<file path="src/rtl/network_output_schedule_if.sv">
// Bundles the queue-side, gate-side and output-port signals of the output scheduler.
// Latency: none; wiring only.
// Backpressure: carried by i_outport_free (port side) and the per-queue empty flags (queue side).
interface network_output_schedule_if #(
  parameter int QUEUE_NUM   = 8,
  parameter int BUFID_WIDTH = 13
);
  logic [QUEUE_NUM-1:0]             iv_queue_empty;
  logic [QUEUE_NUM*BUFID_WIDTH-1:0] iv_queue_descriptor;
  logic [QUEUE_NUM-1:0]             ov_queue_rd;
  logic [QUEUE_NUM-1:0]             iv_gate_state;
  logic                             i_outport_free;
  logic [BUFID_WIDTH-1:0]           ov_descriptor;
  logic                             o_descriptor_wr;
  logic [1:0]                       ov_nos_state;
  logic [15:0]                      ov_debug_desc_cnt;
  logic [15:0]                      ov_debug_gated_cnt;

  // Queue FIFOs, gate list and output port side.
  modport master (
    output iv_queue_empty, iv_queue_descriptor, iv_gate_state, i_outport_free,
    input  ov_queue_rd, ov_descriptor, o_descriptor_wr, ov_nos_state,
    input  ov_debug_desc_cnt, ov_debug_gated_cnt
  );

  // Scheduler side.
  modport slave (
    input  iv_queue_empty, iv_queue_descriptor, iv_gate_state, i_outport_free,
    output ov_queue_rd, ov_descriptor, o_descriptor_wr, ov_nos_state,
    output ov_debug_desc_cnt, ov_debug_gated_cnt
  );
endinterface

</file>
<file path="src/rtl/network_output_schedule.sv">
// Picks the next buffer descriptor for one output port: strict priority outside RR_MASK, round-robin inside.
// Latency: FIFO read strobe in the ARB_S entry cycle; descriptor and write pulse registered 2 cycles later.
// Backpressure: waits in IDLE_S until i_outport_free; holds ARB_S while no queue is eligible.
module network_output_schedule #(
  parameter int                   QUEUE_NUM   = 8,
  parameter int                   BUFID_WIDTH = 13,
  parameter logic [QUEUE_NUM-1:0] RR_MASK     = 8'h1F
) (
  input logic                      i_clk,
  input logic                      i_rst,
  network_output_schedule_if.slave nos_bus
);

  localparam int QW = (QUEUE_NUM > 1) ? $clog2(QUEUE_NUM) : 1;

  localparam logic [1:0] IDLE_S = 2'd0;
  localparam logic [1:0] ARB_S  = 2'd1;
  localparam logic [1:0] GET_S  = 2'd2;

  logic [1:0]             state_q, state_d;
  logic [QW-1:0]          rr_ptr_q, rr_ptr_d;
  logic [QW-1:0]          sel_q, sel_d;
  logic                   init_flag_q, init_flag_d;
  logic [BUFID_WIDTH-1:0] desc_q, desc_d;
  logic                   desc_wr_q, desc_wr_d;
  logic [15:0]            desc_cnt_q, desc_cnt_d;
  logic [15:0]            gated_cnt_q, gated_cnt_d;

  logic [QUEUE_NUM-1:0]   eligible;
  logic [QUEUE_NUM-1:0]   strict_vec;
  logic [QUEUE_NUM-1:0]   rr_vec;
  logic [QW-1:0]          strict_idx;
  logic [QW-1:0]          rr_idx;
  logic [QW-1:0]          rr_cand;
  logic                   rr_hit;
  logic [QUEUE_NUM-1:0]   rd_vec;

  // Arbitration: highest eligible strict queue, else first eligible RR queue at or after rr_ptr.
  always_comb begin
    eligible   = ~nos_bus.iv_queue_empty & nos_bus.iv_gate_state;
    strict_vec = eligible & ~RR_MASK;
    rr_vec     = eligible & RR_MASK;
    strict_idx = '0;
    for (int i = 0; i < QUEUE_NUM; i++) begin
      if (strict_vec[i]) strict_idx = QW'(i);
    end
    rr_hit  = 1'b0;
    rr_idx  = '0;
    rr_cand = '0;
    for (int k = 0; k < QUEUE_NUM; k++) begin
      rr_cand = QW'((int'(rr_ptr_q) + k) % QUEUE_NUM);
      if (!rr_hit && rr_vec[rr_cand]) begin
        rr_hit = 1'b1;
        rr_idx = rr_cand;
      end
    end
  end

  // Next-state logic; the read strobe is combinational so it lines up with the grant cycle.
  always_comb begin
    state_d     = state_q;
    rr_ptr_d    = rr_ptr_q;
    sel_d       = sel_q;
    init_flag_d = init_flag_q;
    desc_d      = '0;
    desc_wr_d   = 1'b0;
    desc_cnt_d  = desc_cnt_q;
    gated_cnt_d = gated_cnt_q;
    rd_vec      = '0;
    case (state_q)
      IDLE_S: begin
        init_flag_d = 1'b0;
        if (nos_bus.i_outport_free || init_flag_q) state_d = ARB_S;
      end
      ARB_S: begin
        if (|strict_vec) begin
          rd_vec[strict_idx] = 1'b1;
          sel_d              = strict_idx;
          state_d            = GET_S;
        end else if (rr_hit) begin
          rd_vec[rr_idx] = 1'b1;
          sel_d          = rr_idx;
          rr_ptr_d       = QW'((int'(rr_idx) + 1) % QUEUE_NUM);
          state_d        = GET_S;
        end else if (|(~nos_bus.iv_queue_empty)) begin
          // Data is waiting but every non-empty queue has its gate closed.
          gated_cnt_d = gated_cnt_q + 16'd1;
        end
      end
      GET_S: begin
        // FIFO read data for the granted queue is valid one cycle after the strobe.
        desc_d     = nos_bus.iv_queue_descriptor[int'(sel_q)*BUFID_WIDTH +: BUFID_WIDTH];
        desc_wr_d  = 1'b1;
        desc_cnt_d = desc_cnt_q + 16'd1;
        state_d    = IDLE_S;
      end
      default: state_d = IDLE_S;
    endcase
  end

  // State and output registers; reset abandons any read or grant in flight.
  always_ff @(posedge i_clk or posedge i_rst) begin
    if (i_rst) begin
      state_q     <= IDLE_S;
      rr_ptr_q    <= '0;
      sel_q       <= '0;
      init_flag_q <= 1'b1;
      desc_q      <= '0;
      desc_wr_q   <= 1'b0;
      desc_cnt_q  <= '0;
      gated_cnt_q <= '0;
    end else begin
      state_q     <= state_d;
      rr_ptr_q    <= rr_ptr_d;
      sel_q       <= sel_d;
      init_flag_q <= init_flag_d;
      desc_q      <= desc_d;
      desc_wr_q   <= desc_wr_d;
      desc_cnt_q  <= desc_cnt_d;
      gated_cnt_q <= gated_cnt_d;
    end
  end

  assign nos_bus.ov_queue_rd        = rd_vec;
  assign nos_bus.ov_descriptor      = desc_q;
  assign nos_bus.o_descriptor_wr    = desc_wr_q;
  assign nos_bus.ov_nos_state       = state_q;
  assign nos_bus.ov_debug_desc_cnt  = desc_cnt_q;
  assign nos_bus.ov_debug_gated_cnt = gated_cnt_q;

endmodule

</file>
<file path="src/flat_wrapper.sv">
// flat-port wrapper written by rule: the top's interface ports become plain ports
module network_output_schedule_flat 
#(
  parameter int                   QUEUE_NUM   = 8,
  parameter int                   BUFID_WIDTH = 13,
  parameter logic [QUEUE_NUM-1:0] RR_MASK     = 8'h1F
)
  (i_clk, i_rst, nos_bus_iv_queue_empty, nos_bus_iv_queue_descriptor, nos_bus_iv_gate_state, nos_bus_i_outport_free, nos_bus_ov_queue_rd, nos_bus_ov_descriptor, nos_bus_o_descriptor_wr, nos_bus_ov_nos_state, nos_bus_ov_debug_desc_cnt, nos_bus_ov_debug_gated_cnt);
  network_output_schedule_if #(.QUEUE_NUM(QUEUE_NUM), .BUFID_WIDTH(BUFID_WIDTH)) nos_bus_i ();
  input logic i_clk;
  input logic i_rst;
  input wire logic [$bits(nos_bus_i.iv_queue_empty)-1:0] nos_bus_iv_queue_empty;
  input wire logic [$bits(nos_bus_i.iv_queue_descriptor)-1:0] nos_bus_iv_queue_descriptor;
  input wire logic [$bits(nos_bus_i.iv_gate_state)-1:0] nos_bus_iv_gate_state;
  input wire logic [$bits(nos_bus_i.i_outport_free)-1:0] nos_bus_i_outport_free;
  output wire logic [$bits(nos_bus_i.ov_queue_rd)-1:0] nos_bus_ov_queue_rd;
  output wire logic [$bits(nos_bus_i.ov_descriptor)-1:0] nos_bus_ov_descriptor;
  output wire logic [$bits(nos_bus_i.o_descriptor_wr)-1:0] nos_bus_o_descriptor_wr;
  output wire logic [$bits(nos_bus_i.ov_nos_state)-1:0] nos_bus_ov_nos_state;
  output wire logic [$bits(nos_bus_i.ov_debug_desc_cnt)-1:0] nos_bus_ov_debug_desc_cnt;
  output wire logic [$bits(nos_bus_i.ov_debug_gated_cnt)-1:0] nos_bus_ov_debug_gated_cnt;
  assign nos_bus_i.iv_queue_empty = nos_bus_iv_queue_empty;
  assign nos_bus_i.iv_queue_descriptor = nos_bus_iv_queue_descriptor;
  assign nos_bus_i.iv_gate_state = nos_bus_iv_gate_state;
  assign nos_bus_i.i_outport_free = nos_bus_i_outport_free;
  assign nos_bus_ov_queue_rd = nos_bus_i.ov_queue_rd;
  assign nos_bus_ov_descriptor = nos_bus_i.ov_descriptor;
  assign nos_bus_o_descriptor_wr = nos_bus_i.o_descriptor_wr;
  assign nos_bus_ov_nos_state = nos_bus_i.ov_nos_state;
  assign nos_bus_ov_debug_desc_cnt = nos_bus_i.ov_debug_desc_cnt;
  assign nos_bus_ov_debug_gated_cnt = nos_bus_i.ov_debug_gated_cnt;
  network_output_schedule #(.QUEUE_NUM(QUEUE_NUM), .BUFID_WIDTH(BUFID_WIDTH), .RR_MASK(RR_MASK)) u_core (.i_clk(i_clk), .i_rst(i_rst), .nos_bus(nos_bus_i));
endmodule
</file>
<file path="config.mk">
export PLATFORM = sky130hd
export DESIGN_NAME = network_output_schedule_flat
export DESIGN_NICKNAME = d
export VERILOG_FILES = /design/src/rtl/network_output_schedule_if.sv /design/src/rtl/network_output_schedule.sv /design/src/flat_wrapper.sv
export SDC_FILE = /design/constraint.sdc
export NUM_CORES = 1
export LEC_CHECK = 0
export CAP_MARGIN = 30
export CORE_MARGIN = 2
export CORE_UTILIZATION = 45
export CTS_CLUSTER_SIZE = 28
export DETAILED_ROUTE_END_ITERATION = 7
export HOLD_SLACK_MARGIN = 0.12
export PLACE_DENSITY = 0.87
export SYNTH_ARGS = -nofsm -noshare
export SYNTH_HDL_FRONTEND = slang
export SYNTH_SLANG_ARGS = --single-unit
</file>
<file path="constraint.sdc">
create_clock -name i_clk -period 7.2 [get_ports i_clk]
set_clock_uncertainty 0.15 [all_clocks]
set_input_delay 1.44 -clock i_clk [delete_from_list [all_inputs] [get_ports i_clk]]
set_output_delay 1.44 -clock i_clk [all_outputs]
set_load 0.005 [all_outputs]
</file>
==> results of run 1 <==
## cells in the final DEF (no fill, tap or decap), drive strengths merged, types with 2 or more instances in the layout
cell type and n:
a22oi 3, nand2 34, mux2 3, o22ai 5, a21oi 3, xor2 7
and3 3, o21a 4, nor4b 2, a31oi 2, mux2i 17, nor2b 8
and2 2, o21ai 11, mux4 30, nand4 12, nand2b 11, nor3 8
clkbuf 6, inv 12, dfrtp 54, bufinv 2, xnor2 25, nand3 14
ha 4, buf 3, a21boi 2, clkdlybuf4s50 178, and4 2, nor2 41
## cells in the mapped netlist, types with 2 or more instances
library cell  number
nand2b_1          11
a31oi_1            2
nor3_1             7
inv_2              3
buf_1              2
a22oi_1            3
mux4_2            30
xnor2_1           25
clkbuf_1           8
o21a_1             4
and4_1             2
ha_1               4
xor2_1             7
buf_2              2
mux2i_4            2
mux2i_1           15
and3_1             3
o21ai_0           10
inv_1              9
nand2_1           34
nor2_1            41
nand3_1           14
mux2_2             3
and2_1             2
nand4_4            2
dfrtp_1           54
o22ai_1            5
nand4_1           10
a21oi_1            3
nor2b_1            8
## per-stage QoR
stage | utilization [%] | hold WS, ns | instance area (sq um) | power (W) | cells
2_1_floorplan | - | 0.2911 | 3809 | 0.001180 | 355
3_3_place_gp | 68.92 | 0.2978 | 5663 | 0.001502 | 625
3_5_place_dp | 69.35 | 0.2994 | 5698 | 0.001527 | 627
4_1_cts | 70.96 | 0.3146 | 5831 | 0.001764 | 635
5_1_grt | 70.96 | 0.3206 | 5831 | 0.001895 | 635
6_report | 70.96 | 0.3143 | 5831 | 0.001772 | 635
## registers in the layout, indices dropped and copies added (netlist names)
signal and flops:
u_core.init_flag_q 1, u_core.sel_q 3, u_core.nos_bus.o_descriptor_wr 1, u_core.nos_bus.ov_debug_desc_cnt 16, u_core.nos_bus.ov_debug_gated_cnt 16, u_core.nos_bus.ov_descriptor 13, u_core.nos_bus.ov_nos_state 2, u_core.rr_ptr_q 3
## power breakdown
part	internal, W	switching (W)
registers	0.000371	0.000117
clock network	0.000139	0.0000972
logic	0.000543	0.000505
total	0.00105	0.000719
## layer usage
layer	wire, microns	share of wire (%)	track usage [%]
met5	0	0	0
met4	296	2.5	7.976
met2	5966	50	41.72
met1	4806	40	34.64
met3	911	7.6	5.873
## worst max-delay path by stage
stage / start / endpoint / depth (start not counted)
after floorplan: nos_bus_iv_gate_state[3] / nos_bus_ov_queue_rd[0] / 9
after global placement: nos_bus_iv_queue_empty[4] / nos_bus_ov_queue_rd[0] / 11
after detailed placement: nos_bus_iv_queue_empty[4] / nos_bus_ov_queue_rd[0] / 11
after CTS: nos_bus_iv_queue_empty[4] / nos_bus_ov_queue_rd[0] / 11
after global routing: nos_bus_iv_queue_empty[4] / nos_bus_ov_queue_rd[0] / 11
final: nos_bus_iv_queue_empty[4] / nos_bus_ov_queue_rd[0] / 11
## cells by family after synthesis
| family | count (synthesis) | synth area share [%] |
|---|---|---|
| AND/OR/NAND/NOR | 147 | 20.93 |
| flip-flops | 55 | 36.17 |
| multiplexers | 50 | 23.75 |
| AO/OA/AOI/OAI | 41 | 7.556 |
| XOR/XNOR | 32 | 7.359 |
| buffers and inverters | 26 | 2.924 |
| adder cells (fa/ha/maj) | 4 | 1.314 |
## cell type report
cell class	count	area, sq um	area share [%]
multi-input cells	274	2320	39.79
repair buffers	181	1824	31.29
flip-flops and latches	55	1378	23.63
well taps	105	131.4	2.253
clock buffers	6	72.57	1.245
clock inverters	2	60.06	1.030
inverters	12	45.04	0.7725
==> summary.md, run 1 <==
| Metric | Value |
|---|---|
| Worst hold path type | `flip-flop to flip-flop` |
| Most used cell, CP | `clkdlybuf4s50_1` |
| Layout Nets | `approximately 660` |
| H-Tree Depth | `2` |
| Reg clk slew, reported paths | `~0.09 ns` |
| Status | `completed` |
| Filler cell count | `575` |
| DR vias/cell | `between 5 and 6` |
| Iter 0 DRT Violations | `156` |
| Max Buffers Root-to-Sink | `2` |
| Initial core utilization | `between 40 and 50%` |
| Worst-Margin Slew | `around 0.8 ns` |
| Slack of the critical path | `0.6854 ns` |
| Synth Register Bits | `55` |
| Vias post-DR | `roughly 3700` |
| Tcrit/Tclk final | `about nine tenths` |
| DPL Wire Length | `a little under 10000 microns` |
| Syn-to-layout area delta | `53.09%` |
| I/O Pins | `179` |
| Post-synth EDFFs | `0` |
| Syn_nets | `between 400 and 500` |
| Flop-to-flop setup slack | `3.27 ns` |
| Ys async rst share | `100.0%` |
| Hold path depth | `1` |
| Syn. warnings | `0` |
| Drt wl/cell | `around 19 microns` |
| Critical Path RT | `around 5.6 ns` |
| Place WS | `0.7224 ns` |
| Die Ht | `about 96 microns` |
| TNS Setup | `0 ns` |
| Unrepaired setup endpoints after global routing | `false` |
| Synth area leaders | `dfrtp_1, mux4_2, xnor2_1, nor2_1, mux2i_1` |
| DIE AREA | `between 0.009 and 0.01 sq mm` |
| Slowest stage cell, crit path | `clkdlybuf4s50_1` |
| Sink Count | `55` |
| Crit Reg-Reg Startpoint | `u_core.rr_ptr_q[0]` |
| Post-synth top area cell | `dfrtp_1` |
| Share of cells above drive strength 1 | `11.13%` |
| Capturing point of the worst reg2reg path | `u_core.rr_ptr_q[1]` |
| FP Rows | `33` |
| Congestion Overflow GR | `0` |
| Largest net degree at the start of global routing | `41` |
| Reg2reg path depth | `11` |
| DRT Pass-1 Iters | `5` |
| Mapped cell area | `approximately 0.0038 sq mm` |
| Worst Hold Launch | `u_core.init_flag_q` |
| Pwr per Cell Area | `about 300 mW/mm^2` |
| Cts hold-fix bufs | `0` |
| Cells after Synth | `about 360` |
| Final min period | `around 6.5 ns` |
| Yosys cell types | `60` |
| Total CTS buffers | `5` |
| Hold path endpoint | `u_core.init_flag_q` |
| Final Hold Viols | `0` |
| CP top delay family | `buffers and inverters` |
| Synth Flop Type | `dfrtp_1` |
| Clock latency on the worst-skew pair | `between 0.3 and 0.4 ns` |
| Post-CTS Resized | `0` |
| Core ar. | `between 0.008 and 0.009 sq mm` |
| Postcts setup bufs | `0` |
| First-pass GRT wire length | `about 18000 microns` |
| Fmax | `~0.15 GHz` |
| Sequential area share after synthesis | `36.17%` |
| Worst Setup End Kind | `output pin` |
| Crit path kind | `primary input to output pin` |
| Final Max Tran Viols | `0` |
| I/O Buffers | `178` |
| DRC | `0` |
| Leak pwr | `between 2 and 2.5 nW` |
| Post-Route WL | `approximately 12000 microns` |
| Maxcap violations | `0` |
| Avg Cell Area, Syn | `10.73 sq um` |
| VDD IR max | `between 0.2 and 0.25 mV` |
| Synth top area share | `between 30 and 40%` |
| Routability cong. | `0.8875` |
| Count of final setup violators | `0` |
| Slew HR | `45.26%` |
| Inserted Diodes | `0` |
| Final ANT Viol Nets | `0` |
| Vias in the first global route | `approximately 3600` |
| Arr. time, crit path | `~5 ns` |
| Crit-path cells | `clkdlybuf4s50_1 > nor4bb_2 > a311o_2 > mux2i_4 > mux2_2 > o2bb2ai_1 > or3b_1 > a32oi_2 > inv_2 > nor3_1 > clkdlybuf4s50_1` |
| Gr usage total | `approximately 26%` |
| CTS tree | `yes` |
| Clock root cell | `clkbuf_8` |
| Crit path buffers/inverters | `3` |
| Initial antenna violation count | `0` |
| Die W | `roughly 96 microns` |
| Largest stage delay on the critical path | `0.62 ns` |
| Startpoint Class | `primary input` |
| Critical path peak fanout | `10` |
Power figures use the tool's default switching activity.
==> inputs of run 2 (changes only) <==
--- a/config.mk
+++ b/config.mk
@@ -7,11 +7,11 @@
 export LEC_CHECK = 0
 export CAP_MARGIN = 30
 export CORE_MARGIN = 2
-export CORE_UTILIZATION = 45
+export CORE_UTILIZATION = 42
 export CTS_CLUSTER_SIZE = 28
 export DETAILED_ROUTE_END_ITERATION = 7
 export HOLD_SLACK_MARGIN = 0.12
-export PLACE_DENSITY = 0.87
+export PLACE_DENSITY = 0.82
 export SYNTH_ARGS = -nofsm -noshare
 export SYNTH_HDL_FRONTEND = slang
 export SYNTH_SLANG_ARGS = --single-unit
==> constraint.sdc (replaced) <==
create_clock -name i_clk -period 6.36 [get_ports i_clk]
set_clock_uncertainty 0.15 [all_clocks]
set_input_delay 1.272 -clock i_clk [delete_from_list [all_inputs] [get_ports i_clk]]
set_output_delay 1.272 -clock i_clk [all_outputs]
set_load 0.005 [all_outputs]
==> run 2 against run 1 <==
Core utilization fell by 4.8 points; combinational power rose by 12%; worst hold slack gained 0.0015 ns; die area up 6.8%; sequential cell count is the same; register-to-register slack got worse by 0.85 ns; first-iteration DRC count shrank 11%; sequential share of layout area up 0.13 points; critical path type unchanged; critical endpoint unchanged; largest cell class unchanged.
==> summary.md, run 2 (same netlist as run 1, synthesis figures left out) <==
| Metric | Value |
|---|---|
| Share of cells above drive strength 1 | `11.32%` |
| Status | `completed` |
| Final min period | `about 6.1 ns` |
| Clock root cell | `clkbuf_8` |
| Vias in the first global route | `between 3000 and 4000` |
| Leak pwr | `about 2.4 nW` |
| Maxcap violations | `0` |
| Clock latency on the worst-skew pair | `0.31 ns` |
| Initial core utilization | `43.46%` |
| FP Rows | `34` |
| Inserted Diodes | `0` |
| Syn-to-layout area delta | `52.23%` |
| Postcts setup bufs | `0` |
| Cts hold-fix bufs | `0` |
| Startpoint Class | `primary input` |
| H-Tree Depth | `2` |
| Worst hold path type | `flip-flop to flip-flop` |
| Post-CTS Resized | `0` |
| Routability cong. | `0.9277` |
| Vias post-DR | `3497` |
| Slew HR | `between 40% and 50%` |
| Pwr per Cell Area | `roughly 330 mW/mm^2` |
| DR vias/cell | `5.481` |
| Core ar. | `between 0.008 and 0.009 sq mm` |
| Unrepaired setup endpoints after global routing | `false` |
| Die W | `~99 microns` |
| Filler cell count | `664` |
| VDD IR max | `0.3596 mV` |
| Max Buffers Root-to-Sink | `2` |
| Commonest non-fill, non-tap cell in the layout | `clkdlybuf4s50_1` |
| Crit path kind | `primary input to output pin` |
| Post-Route WL | `roughly 11000 microns` |
| Final Hold Viols | `0` |
| I/O Pins | `about 180` |
| Worst-Margin Slew | `~0.8 ns` |
| Layout Nets | `approximately 660` |
| Largest net degree at the start of global routing | `56` |
| I/O Buffers | `178` |
| Initial antenna violation count | `0` |
| First-pass GRT wire length | `between 15000 and 20000 microns` |
| Final ANT Viol Nets | `0` |
| Congestion Overflow GR | `0` |
| Drt wl/cell | `~17 microns` |
| Arr. time, crit path | `around 4.7 ns` |
| TNS Setup | `0 ns` |
| FF+latch area | `about 0.0014 sq mm` |
| Iter 0 DRT Violations | `roughly 140` |
| Sink Count | `55` |
| Tcrit/Tclk final | `a little over nine tenths` |
| Reg clk slew, reported paths | `~0.11 ns` |
| DPL Wire Length | `around 9000 microns` |
| Gr usage total | `a little over a fifth` |
| Count of final setup violators | `0` |
| Fmax | `around 0.16 GHz` |
| Min Hold Slack | `0.3158 ns` |
| Worst Setup End Kind | `output pin` |
| Multi-input logic area | `~0.0023 sq mm` |
| DRT Pass-1 Iters | `4` |
| Total CTS buffers | `5` |
| Critical Path RT | `between 4 and 5 ns` |
| DRC | `0` |
| Critical path peak fanout | `10` |
| CTS tree | `yes` |
| Final Max Tran Viols | `0` |
| DIE AREA | `between 0.009 and 0.01 sq mm` |
| Most frequent cells in the layout | `clkdlybuf4s50_1, dfrtp_1, nor2_1, nand2_1, mux4_2` |
| Die Ht | `just under 100 microns` |
## run 2: cell count changes in the layout (fill, tap and decap cells not counted), sizes merged
cell and change:
inv +1, clkinv +1, clkinvlp +1, bufinv -2, clkbuf -1
## run 2: critical path, stage by stage
cell and delay, ns:
clkdlybuf4s50_1 0.60, nor4bb_2 0.11, a311o_2 0.44, mux2i_4 0.30, mux2_2 0.38, o2bb2ai_1 0.13, or3b_1 0.37, a32oi_2 0.30
inv_2 0.08, nor3_1 0.18, clkdlybuf4s50_1 0.53
## run 2: path summary, 6_finish.rpt
path,end,from,slack [ns],cells past startpoint
worst min-delay path,u_core.init_flag_q,u_core.init_flag_q,0.32,1
worst max register to register,u_core.rr_ptr_q[1],u_core.rr_ptr_q[0],2.42,11
max in group asynchronous,u_core.nos_bus.ov_debug_desc_cnt[4],i_rst,4.29,3
worst max-delay path,nos_bus_ov_queue_rd[0],nos_bus_iv_queue_empty[4],0.24,11
worst min register to register,u_core.init_flag_q,u_core.init_flag_q,0.32,1
min in group asynchronous,u_core.nos_bus.ov_debug_gated_cnt[13],i_rst,1.32,3
## run 2: layout make-up
cell class	instances	share of cell area, %
Inverter	12	0.7769
Sequential cell	55	23.76
Clock buffer	5	1.187
Timing Repair Buffer	181	31.46
Clock inverter	3	0.4748
Multi-Input combinational cell	274	40.01
Tap cell	108	2.331
## run 2: where the power goes
part | switching [W] | leakage (nW) | internal, W | total, W
Combinational | 0.000558 | 1.59 | 0.000620 | 0.00118
Sequential | 0.000126 | 0.726 | 0.000420 | 0.000547
Clock | 0.000120 | 0.0463 | 0.0000811 | 0.000201
Total | 0.000805 | 2.36 | 0.00112 | 0.00193
## run 2: layer usage
metal / track usage (%) / up-vias / share of wire, %
met5: 0 / - / 0
met4: 5.374 / 0 / 2.1
met3: 4.849 / 16 / 6.0
met2: 36.49 / 145 / 50
met1: 28.87 / 1685 / 42
li1: - / 1651 / -
## run 2: metrics by stage
stage / utilization [%] / setup WS (ns) / cells / area (sq um) / power (W)
detailed placement: 65.06 / 0.2650 / 630 / 5702 / 0.001723
global route: 66.16 / 0.007022 / 638 / 5798 / 0.002059
CTS: 66.16 / 0.2548 / 638 / 5798 / 0.001927
finish: 66.16 / 0.2382 / 638 / 5798 / 0.001926
global placement: 64.75 / 0.3419 / 629 / 5674 / 0.001693
floorplan: - / 1.486 / 355 / 3809 / 0.001336
